## config.mk

```make
export PLATFORM = sky130hd
export DESIGN_NAME = pc_sequencer
export DESIGN_NICKNAME = d
export VERILOG_FILES = /design/src/rtl/pc_sequencer.sv
export SDC_FILE = /design/constraint.sdc
export NUM_CORES = 1
export LEC_CHECK = 0
export CAP_MARGIN = 10
export CORE_MARGIN = 2
export CORE_UTILIZATION = 39
export DETAILED_ROUTE_END_ITERATION = 6
export GPL_TIMING_DRIVEN = 0
export PLACE_DENSITY_LB_ADDON = 0.25
export SLEW_MARGIN = 20
export SYNTH_ARGS = -nofsm -noshare
export SYNTH_HDL_FRONTEND = slang
export SYNTH_SLANG_ARGS = --single-unit
```

## constraint.sdc

```tcl
create_clock -name clk_i -period 3.32 [get_ports clk_i]
set_clock_uncertainty 0.15 [all_clocks]
set_input_delay 0.83 -clock clk_i [delete_from_list [all_inputs] [get_ports clk_i]]
set_output_delay 0.83 -clock clk_i [all_outputs]
set_load 0.01 [all_outputs]
```

## src/rtl/pc_sequencer.sv

```systemverilog
// pc_sequencer: IDLE/RUN/HALT program-counter sequencer with branch, call/return stack and sticky stack error.
// Parameters:
//   RESET_VEC    start address loaded on every start
//   STACK_DEPTH  return-stack entries (1..8)
// Inputs:
//   clk_i, rst_ni (async active-low)
//   start_i, stall_i, halt_req_i
//   br_taken_i, br_rel_i, br_target_i[8:0]
//   call_i, ret_i
//   pc_i[8:0] (current PC register value)
// Outputs:
//   pc_next_o[8:0], pc_write_o (drive the external PC register)
//   running_o, done_o, stack_err_o
module pc_sequencer #(
  parameter logic [8:0] RESET_VEC   = 9'd0,
  parameter int         STACK_DEPTH = 4
) (
  input  logic       clk_i,
  input  logic       rst_ni,
  input  logic       start_i,
  input  logic       stall_i,
  input  logic       halt_req_i,
  input  logic       br_taken_i,
  input  logic       br_rel_i,
  input  logic [8:0] br_target_i,
  input  logic       call_i,
  input  logic       ret_i,
  input  logic [8:0] pc_i,
  output logic [8:0] pc_next_o,
  output logic       pc_write_o,
  output logic       running_o,
  output logic       done_o,
  output logic       stack_err_o
);
  typedef enum logic [1:0] {IDLE, RUN, HALT} state_t;
  localparam int SPW = $clog2(STACK_DEPTH + 1);
  localparam int IW  = (STACK_DEPTH > 1) ? $clog2(STACK_DEPTH) : 1;
  state_t         state_q, state_d;
  logic [SPW-1:0] sp_q, sp_d;
  logic           err_q, err_d;
  logic           push, wr;
  logic [8:0]     stk_q [STACK_DEPTH];
  logic [8:0]     pc_inc, tgt;
  // A 9-bit add wraps mod 512, so a signed offset needs no explicit sign extension.
  assign pc_inc = pc_i + 9'd1;
  assign tgt    = br_rel_i ? pc_i + br_target_i : br_target_i;
  always_comb begin
    state_d   = state_q;
    sp_d      = sp_q;
    err_d     = err_q;
    push      = 1'b0;
    wr        = 1'b0;
    pc_next_o = pc_inc;
    if (state_q == RUN) begin
      if (!stall_i) begin
        if (halt_req_i) state_d = HALT;
        else begin
          wr = 1'b1;
          if (ret_i) begin
            if (sp_q == '0) err_d = 1'b1;
            else begin
              pc_next_o = stk_q[IW'(sp_q - 1'b1)];
              sp_d      = sp_q - 1'b1;
            end
          end else if (call_i) begin
            pc_next_o = tgt;
            if (sp_q == SPW'(STACK_DEPTH)) err_d = 1'b1;
            else begin
              push = 1'b1;
              sp_d = sp_q + 1'b1;
            end
          end else if (br_taken_i) pc_next_o = tgt;
        end
      end
    end else if (start_i) begin
      wr        = 1'b1;
      pc_next_o = RESET_VEC;
      sp_d      = '0;
      state_d   = RUN;
    end
  end
  // Gate the write so an IDLE+start combination cannot leak through while reset is held.
  assign pc_write_o  = wr & rst_ni;
  assign running_o   = state_q == RUN;
  assign done_o      = state_q == HALT;
  assign stack_err_o = err_q;
  always_ff @(posedge clk_i or negedge rst_ni) begin
    if (!rst_ni) begin
      state_q <= IDLE;
      sp_q    <= '0;
      err_q   <= 1'b0;
    end else begin
      state_q <= state_d;
      sp_q    <= sp_d;
      err_q   <= err_d;
    end
  end
  always_ff @(posedge clk_i) begin
    if (push) stk_q[IW'(sp_q)] <= pc_inc;
  end
endmodule

```

==> impl_metrics.toml, run 1 <==
[status]
status = "finished, violations left"
violations = "negative setup slack"

[power]
powerDensity_nw_per_um2 = 499
leakagePower_nw = 1.40
finalPower_w = 0.00187
ir_worst_vdd_v = 0.000245

[drt]
viasPerCell = 5.78
wl_per_cell_um = 19.1
wl_um = 7430
postRouteAntennaNets = 0
drt-initial-drc-count = 62
dr_total_vias = 2244
drc = 0
firstDrtPassIters = 4

[cts]
clk_pin_slew_ns = 0.09
cts_tree = "yes"
cts_max_level = 2
insertion_delay_ns = 0.30
clockBufferDepth = 2
cts_sinks = 42
cts_inserted_buffers = 5
root_buffer = "clkbuf_8"

[sta]
period_share_pct = 107
setup_tns_ns = -0.806
finalHoldViolCount = 0
setup_slack_ns = -0.223
worstMarginPinSlew_ns = 0.564
grt_setup_unrepaired = "true"
slew_violations = 0
final.min_clock_period_ns = 3.54
relSlewSlack_pct = 62.1
clock.fmax_ghz = 0.282
setup_viol = 8

[logic_synthesis]
synth_edf_count = 36
synth-main-ff-cell = "edfxtp_1"
synth_warnings = 0
netlist_instances = 240
netlist_area_um2 = 2630
syn-num-nets = 283
synth_cell_type_count = 52
synth_seq_cells = 42
postSynth.asyncResetShare_pct = 14.3
avgSynthCellArea_um2 = 10.9
seq_area_frac_synth_pct = 46.9

[die]
die_area_um2 = 7410
pin_count = 40
start_util_pct = 40.9
coreArea_um2 = 6420
die_w_um = 86.1
rows = 29
dieHeight_um = 86.1

[placed_design]
gp_congestion = 0.850
place.port_buffers = 39
placed_area_um2 = 3120
dp_hpwl_um = 4940

[grt]
grt_usage_pct = 20.7
overflow = 0
grt_max_degree = 14
grt_pass1_vias = 2402
grt_pass1_wl_um = 11900
antenna_found_initial = 0

[final_layout]
fin_util_pct = 58.4
final_cell_mix = "36 x edfxtp_1, 23 x buf_4, 14 x nor2_1, 13 x nand2_1"
seq_area_um2 = 1230
fin_area_um2 = 3750
multiInputGateArea_um2 = 1660
n_antenna_cell = 0
drive_above_1_share_pct = 39.2
syn_to_final_growth_pct = 42.7
n_fill_cell = 537
fin_nets = 353
final_common_cell = "edfxtp_1"

[min_path]
hold-path-cell-count = 1
hold_path.class = "reg -> reg"

[setup_path]
crit_path_end_kind = "output pin"
reg2reg_depth = 7
cp.arrival_ns = 2.56
path_max_fanout = 3
cp-start-kind = "input port"
path_class = "in -> out"
reg2reg_slack_ns = 0.60
cp.required_ns = 2.34

[flow_run]
drv_cap = 0
-- critical path, stage by stage --
cell and delay (ns):
clkdlybuf4s15_1 0.23, ha_4 0.28, nor2_4 0.12, a211oi_2 0.06, buf_4 0.15, o311a_1 0.29
or3_1 0.39, nand3_2 0.10, buf_6 0.11
-- layer usage --
metal / global-route usage (%) / part of all wire (%)
met1: 26.6 / 44
met2: 35.4 / 49
met3: 3.75 / 5.4
met4: 6.78 / 1.7
met5: 0 / 0
-- layout make-up --
| class | count | share of cell area, % |
|---|---|---|
| multi-input combinational | 176 | 44.3 |
| sequential | 42 | 32.9 |
| timing repair buffer | 65 | 14.5 |
| tap | 77 | 2.57 |
| clock buffer | 6 | 1.94 |
| inverter | 15 | 1.60 |
| buffer | 5 | 1.20 |
| clock inverter | 2 | 1.00 |
-- stage by stage --
| stage | setup slack, ns | cells | hold WS [ns] |
|---|---|---|---|
| 4_1_cts | -0.243 | 381 | 0.319 |
| 2_1_floorplan | -0.0238 | 240 | 0.343 |
| 3_3_place_gp | -1.28 | 356 | 0.296 |
| 5_1_grt | -0.278 | 388 | 0.332 |
| 6_report | -0.223 | 388 | 0.323 |
| 3_5_place_dp | -1.27 | 356 | 0.298 |
-- synth_stat cells, types with 4 or more instances --
cell	count	area share, %
a211oi_1	5	1.4
a21oi_1	13	2.5
a31oi_1	5	1.2
and2_1	7	1.7
clkbuf_1	5	0.71
dfrtp_1	6	5.7
edfxtp_1	36	41
ha_1	15	7.1
inv_1	15	2.1
mux4_2	9	7.7
nand2_1	14	2.0
nand3_1	12	2.3
nor2_1	20	2.9
nor3_1	4	0.76
o21ai_0	13	2.5
or3_1	4	0.95
xor2_1	5	1.7
-- flip-flops by register name, indices dropped and copies added, names as in the netlist --
name         cells
sp_q             3
stack_err_o      1
state_q          2
stk_q           36
-- worst paths after layout --
check,to,start
setup / recovery,pc_next_o[8],br_target_i[3]
setup reg to reg,stk_q[0][4]$_DFFE_PP_,sp_q[0]$_DFFE_PN0P_
min in group asynchronous,state_q[0]$_DFFE_PN0P_,rst_ni
hold reg to reg,stack_err_o$_DFFE_PN0P_,stack_err_o$_DFFE_PN0P_
max in group asynchronous,sp_q[0]$_DFFE_PN0P_,rst_ni
hold / removal,stack_err_o$_DFFE_PN0P_,stack_err_o$_DFFE_PN0P_
-- kinds of logic (layout without fill, tap and decap cells) --
logic type      after synthesis  count (layout)  share of synthesized area (%)
simple gates                 74              74                           14.0
compound gates               66              66                           16.5
flops                        42              42                           46.9
buf+inv                      22              93                           3.24
fa+ha+maj                    16              16                           7.90
mux                          12              12                           8.86
xor+xnor                      8               8                           2.67
-- what timing repair did --
| action | CTS | global route |
|---|---|---|
| hold buffers | 0 | 0 |
| endpoints found under the setup margin | 10 | 9 |
| hold endpoints to repair | 0 | 0 |
| gates resized for setup | 168 | 26 |
| setup buffers | 18 | 8 |
| cloned | 0 | 0 |
| pin swaps | 30 | 16 |
-- power breakdown --
group	internal (W)	total (W)	switching (W)
clock	0.000225	0.000406	0.000181
combinational	0.000422	0.000842	0.000420
sequential	0.000603	0.000623	0.0000201
(Power assumes the default switching activity.)
==> run 2, diff against run 1 <==
--- a/config.mk
+++ b/config.mk
@@ -5,7 +5,9 @@
 export SDC_FILE = /design/constraint.sdc
 export NUM_CORES = 1
 export LEC_CHECK = 0
-export CAP_MARGIN = 10
+export CAP_MARGIN = 15
+export CELL_PAD_IN_SITES_DETAIL_PLACEMENT = 1
+export CELL_PAD_IN_SITES_GLOBAL_PLACEMENT = 1
 export CORE_MARGIN = 2
 export CORE_UTILIZATION = 39
 export DETAILED_ROUTE_END_ITERATION = 6
@@ -15,3 +17,4 @@
 export SYNTH_ARGS = -nofsm -noshare
 export SYNTH_HDL_FRONTEND = slang
 export SYNTH_SLANG_ARGS = --single-unit
+export TNS_END_PERCENT = 30
==> impl_metrics.toml, run 2 (same netlist as run 1, synthesis figures left out) <==
[drt]
viasPerCell = 5.65
wl_um = 7840
firstDrtPassIters = 4
wl_per_cell_um = 20.5
drt-initial-drc-count = 45
postRouteAntennaNets = 0
drc = 0
dr_total_vias = 2159

[sta]
setup_viol = 8
final.min_clock_period_ns = 3.54
slew_violations = 0
setup_tns_ns = -0.960
relSlewSlack_pct = 61.8
finalHoldViolCount = 0
worstMarginPinSlew_ns = 0.568
clock.fmax_ghz = 0.282
grt_setup_unrepaired = "true"
period_share_pct = 107
setup_slack_ns = -0.222

[placed_design]
dp_hpwl_um = 5510
place_ws_ns = -1.33
place.port_buffers = 39
gp_congestion = 0.849

[final_layout]
n_antenna_cell = 0
registers.top_by_ff_count = "stk_q"
final_cell_mix = "36 x edfxtp_1, 23 x buf_4, 15 x nor2_1, 14 x nand2_1, 12 x inv_1"
largest_register_ffs = 36
drive_above_1_share_pct = 33.4
final_common_cell = "edfxtp_1"
fin_nets = 347
syn_to_final_growth_pct = 38.1
largestRegisters = "stk_q x36, sp_q x3, state_q x2"
fin_util_pct = 56.5

[status]
violations = "negative setup slack"
status = "finished, violations left"

[setup_path]
path_class = "in -> out"
cp.required_ns = 2.34
slowest_delay_ns = 0.53
reg2reg_depth = 7
path_max_fanout = 5
critical_path.top_delay_family = "simple AND/OR/NAND/NOR gates"
cp_num_cells = 6
cp.arrival_ns = 2.56
crit_buf_inv = 2
crit_chain = "buf_4 > or4b_4 > or4_1 > or3_1 > nand3_2 > buf_6"
cp-start-kind = "input port"
crit_path_end_kind = "output pin"
cp_slowest_cell = "or4b_4"

[min_path]
hold-path-cell-count = 1
hold_path.class = "reg -> reg"

[grt]
grt_pass1_vias = 2364
grt_pass1_wl_um = 12400
overflow = 0
antenna_found_initial = 0
grt_max_degree = 16
grt_usage_pct = 22.3

[power]
seq_power_share_pct = 35.1
switching_power_w = 0.000615
sw_frac_of_total_pct = 34.7
pwr-share-clk_pct = 19.3
finalPower_w = 0.00177
ir_worst_vdd_v = 0.000378
p_int_w = 0.00116
combPwrFrac_pct = 45.6
powerDensity_nw_per_um2 = 489
leakagePower_nw = 1.35

[cts]
hold_buffers = 0
insertion_delay_ns = 0.30
root_buffer = "clkbuf_8"
clk_pin_slew_ns = 0.09
cts_max_level = 2
clockBufferDepth = 2
cts_tree = "yes"
cts_inserted_buffers = 5
cts_sinks = 42

[flow_run]
drv_cap = 0

[die]
die_area_um2 = 7410
pin_count = 40
start_util_pct = 40.9
die_w_um = 86.1
rows = 29
dieHeight_um = 86.1
coreArea_um2 = 6420
-- run 2: what timing repair did --
item | in CTS | in global routing
pin swaps | 26 | 9
buffers inserted | 16 | 4
endpoints found under the setup margin | 10 | 9
resized for setup | 152 | 15
-- run 2: area by class of cell --
class | instances | area, µm²
buffer | 5 | 47.5
clock buffer | 5 | 68.8
clock inverter | 3 | 23.8
fill | 672 | 2790
inverter | 15 | 60.1
multi-input combinational | 176 | 1600
sequential | 42 | 1230
tap | 77 | 96.3
timing repair buffer | 59 | 505
-- run 2: final timing paths --
kind                       slack [ns]                      end               startpoint
max                             -0.22             pc_next_o[8]                  stall_i
min                              0.32  stack_err_o$_DFFE_PN0P_  stack_err_o$_DFFE_PN0P_
max reg2reg                      0.67    stk_q[3][8]$_DFFE_PP_      sp_q[0]$_DFFE_PN0P_
min reg2reg                      0.32  stack_err_o$_DFFE_PN0P_  stack_err_o$_DFFE_PN0P_
max in group asynchronous        2.11      sp_q[0]$_DFFE_PN0P_                   rst_ni
min in group asynchronous        0.64   state_q[0]$_DFFE_PN0P_                   rst_ni
-- run 2: power groups by stage --
stage / logic, W / registers (W) / clock network, W
floorplan: 0.000417 / 0.000632 / 0
global placement: 0.000627 / 0.000638 / 0
detailed placement: 0.000641 / 0.000638 / 0
CTS: 0.000791 / 0.000620 / 0.000354
global route: 0.000882 / 0.000626 / 0.000373
finish: 0.000810 / 0.000622 / 0.000343
-- run 2: per-layer routing --
layer	vias to the layer above	track usage [%]	wire (µm)
met5	-	0	0
met4	0	7.07	98
met3	9	3.46	194
met2	28	38.3	3950
met1	1077	28.9	3600
li1	1045	-	-
-- run 2: stage by stage --
stage | instance area [µm²] | std cells | hold WS, ns
final | 3630 | 382 | 0.319
after global routing | 3630 | 382 | 0.346
after CTS | 3560 | 379 | 0.326
after detailed placement | 3120 | 356 | 0.305
after global placement | 3120 | 356 | 0.292
after floorplan | 2640 | 240 | 0.343
==> run 3, diff against run 2 <==
==> constraint.sdc (replaced) <==
create_clock -name clk_i -period 4.4 [get_ports clk_i]
set_clock_uncertainty 0.15 [all_clocks]
set_input_delay 1.1 -clock clk_i [delete_from_list [all_inputs] [get_ports clk_i]]
set_output_delay 1.1 -clock clk_i [all_outputs]
set_load 0.01 [all_outputs]
==> impl_metrics.toml, run 3 (same netlist as run 1, synthesis figures left out) <==
[die]
die_w_um = 86.1
dieHeight_um = 86.1
pin_count = 40
coreArea_um2 = 6420
start_util_pct = 40.9
rows = 29
die_area_um2 = 7410

[final_layout]
syn_to_final_growth_pct = 28.6
registers.top_by_ff_count = "stk_q"
drive_above_1_share_pct = 19.6
final_cell_mix = "36 x edfxtp_1, 17 x clkdlybuf4s50_1, 16 x nor2_1, 15 x dlygate4sd2_1"
n_antenna_cell = 0
fin_nets = 333
largest_register_ffs = 36
largestRegisters = "stk_q x36, sp_q x3, state_q x2"
final_cells = 368
final_common_cell = "edfxtp_1"

[setup_path]
crit_path_end_kind = "output pin"
crit_path_frequent_cell = "buf_2"
cp.required_ns = 3.15
path_max_fanout = 6
critical_path.top_delay_family = "simple AND/OR/NAND/NOR gates"
crit_buf_inv = 3
path_class = "in -> out"
reg2reg_depth = 7
crit_chain = "dlygate4sd2_1 > or4b_1 > buf_2 > or4_1 > or3_1 > nand3_1 > buf_2"
cp.arrival_ns = 3.12
slowest_delay_ns = 0.52
r2r_end = "stk_q[3][2]$_DFFE_PP_"
reg2reg_slack_ns = 1.43
cp-start-kind = "input port"
timing.rr.start = "sp_q[0]$_DFFE_PN0P_"
cp_slowest_cell = "or4b_1"

[sta]
slew_violations = 0
final.min_clock_period_ns = 4.37
finalHoldViolCount = 0
setup_viol = 0
clock.fmax_ghz = 0.229
setup_tns_ns = 0
period_share_pct = 99.3
worstMarginPinSlew_ns = 0.625
relSlewSlack_pct = 58.0
setup_slack_ns = 0.0298
fin_hold_ws_ns = 0.320
grt_setup_unrepaired = "true"

[grt]
grt_pass1_vias = 2212
overflow = 0
grt_max_degree = 13
grt_usage_pct = 21.6
grt_pass1_wl_um = 12000
antenna_found_initial = 0

[cts]
root_buffer = "clkbuf_8"
insertion_delay_ns = 0.29
cts_tree = "yes"
clockBufferDepth = 2
cts_max_level = 2
cts_inserted_buffers = 5
cts_sinks = 42
clk_pin_slew_ns = 0.08

[drt]
top_layer = "met4"
drc = 0
firstDrtPassIters = 4
wl_um = 7530
drt-initial-drc-count = 107
postRouteAntennaNets = 0
wl_met2_um = 3750
wl_per_cell_um = 20.4
route.met3.wl_um = 139
dr_total_vias = 2098
m1WireLength_um = 3550
viasPerCell = 5.70

[min_path]
hold-path-cell-count = 1
holdCritStartpoint = "stack_err_o$_DFFE_PN0P_"
min_to = "stack_err_o$_DFFE_PN0P_"
hold_path.class = "reg -> reg"

[power]
ir_worst_vdd_v = 0.000286
powerDensity_nw_per_um2 = 383
leakagePower_nw = 1.26

[placed_design]
gp_congestion = 0.815
dp.cells = 356
dp_hpwl_um = 5550
place_ws_ns = -0.910
place.port_buffers = 39

[status]
status = "finished, final reports clean"

[flow_run]
drv_cap = 0
-- run 3: area by class of cell --
class / instances / area, µm²
Tap cell: 77 / 96.3
Clock buffer: 7 / 76.3
Timing Repair Buffer: 44 / 389
Clock inverter: 1 / 30.0
Fill cell: 700 / 3040
Sequential cell: 42 / 1230
Inverter: 15 / 56.3
Buffer: 6 / 31.3
Multi-Input combinational cell: 176 / 1470
-- run 3: timing repair --
item                                    4_1_cts  5_1_grt
endpoints found under the setup margin       10        7
pin swaps                                     5        4
resized for setup                            53       15
buffers inserted                              3        2
hold buffers                                  0        0
-- run 3: power breakdown --
group          leakage [nW]  total [W]  switching (W)  internal, W
logic                 0.812   0.000524       0.000281     0.000243
registers             0.396   0.000472      0.0000184     0.000454
clock network        0.0524   0.000296       0.000127     0.000170
total                  1.26    0.00129       0.000426     0.000867
-- run 3: stage by stage --
stage          utilization, %  power (W)  instance area [µm²]
2_1_floorplan               -   0.000790                 2630
3_3_place_gp             48.5   0.000953                 3110
3_5_place_dp             48.5   0.000971                 3110
4_1_cts                  52.2    0.00129                 3350
5_1_grt                  52.6    0.00137                 3380
6_report                 52.6    0.00129                 3380
-- run 3: worst max-delay path by stage --
stage	startpoint	to	slack, ns	depth (start not counted)
detailed placement	pc_i[0]	pc_next_o[8]	-0.91	10
global route	halt_req_i	pc_next_o[8]	-0.04	7
finish	halt_req_i	pc_next_o[8]	0.03	7
floorplan	br_target_i[0]	pc_next_o[8]	0.43	8
global placement	pc_i[0]	pc_next_o[8]	-0.92	10
CTS	br_target_i[4]	pc_next_o[8]	0.003	10
-- run 3: layer usage --
metal | global-route usage [%] | vias to the layer above
met5 | 0 | -
met2 | 35.2 | 25
met3 | 2.50 | 7
li1 | - | 1019
met1 | 29.9 | 1047
met4 | 7.07 | 0
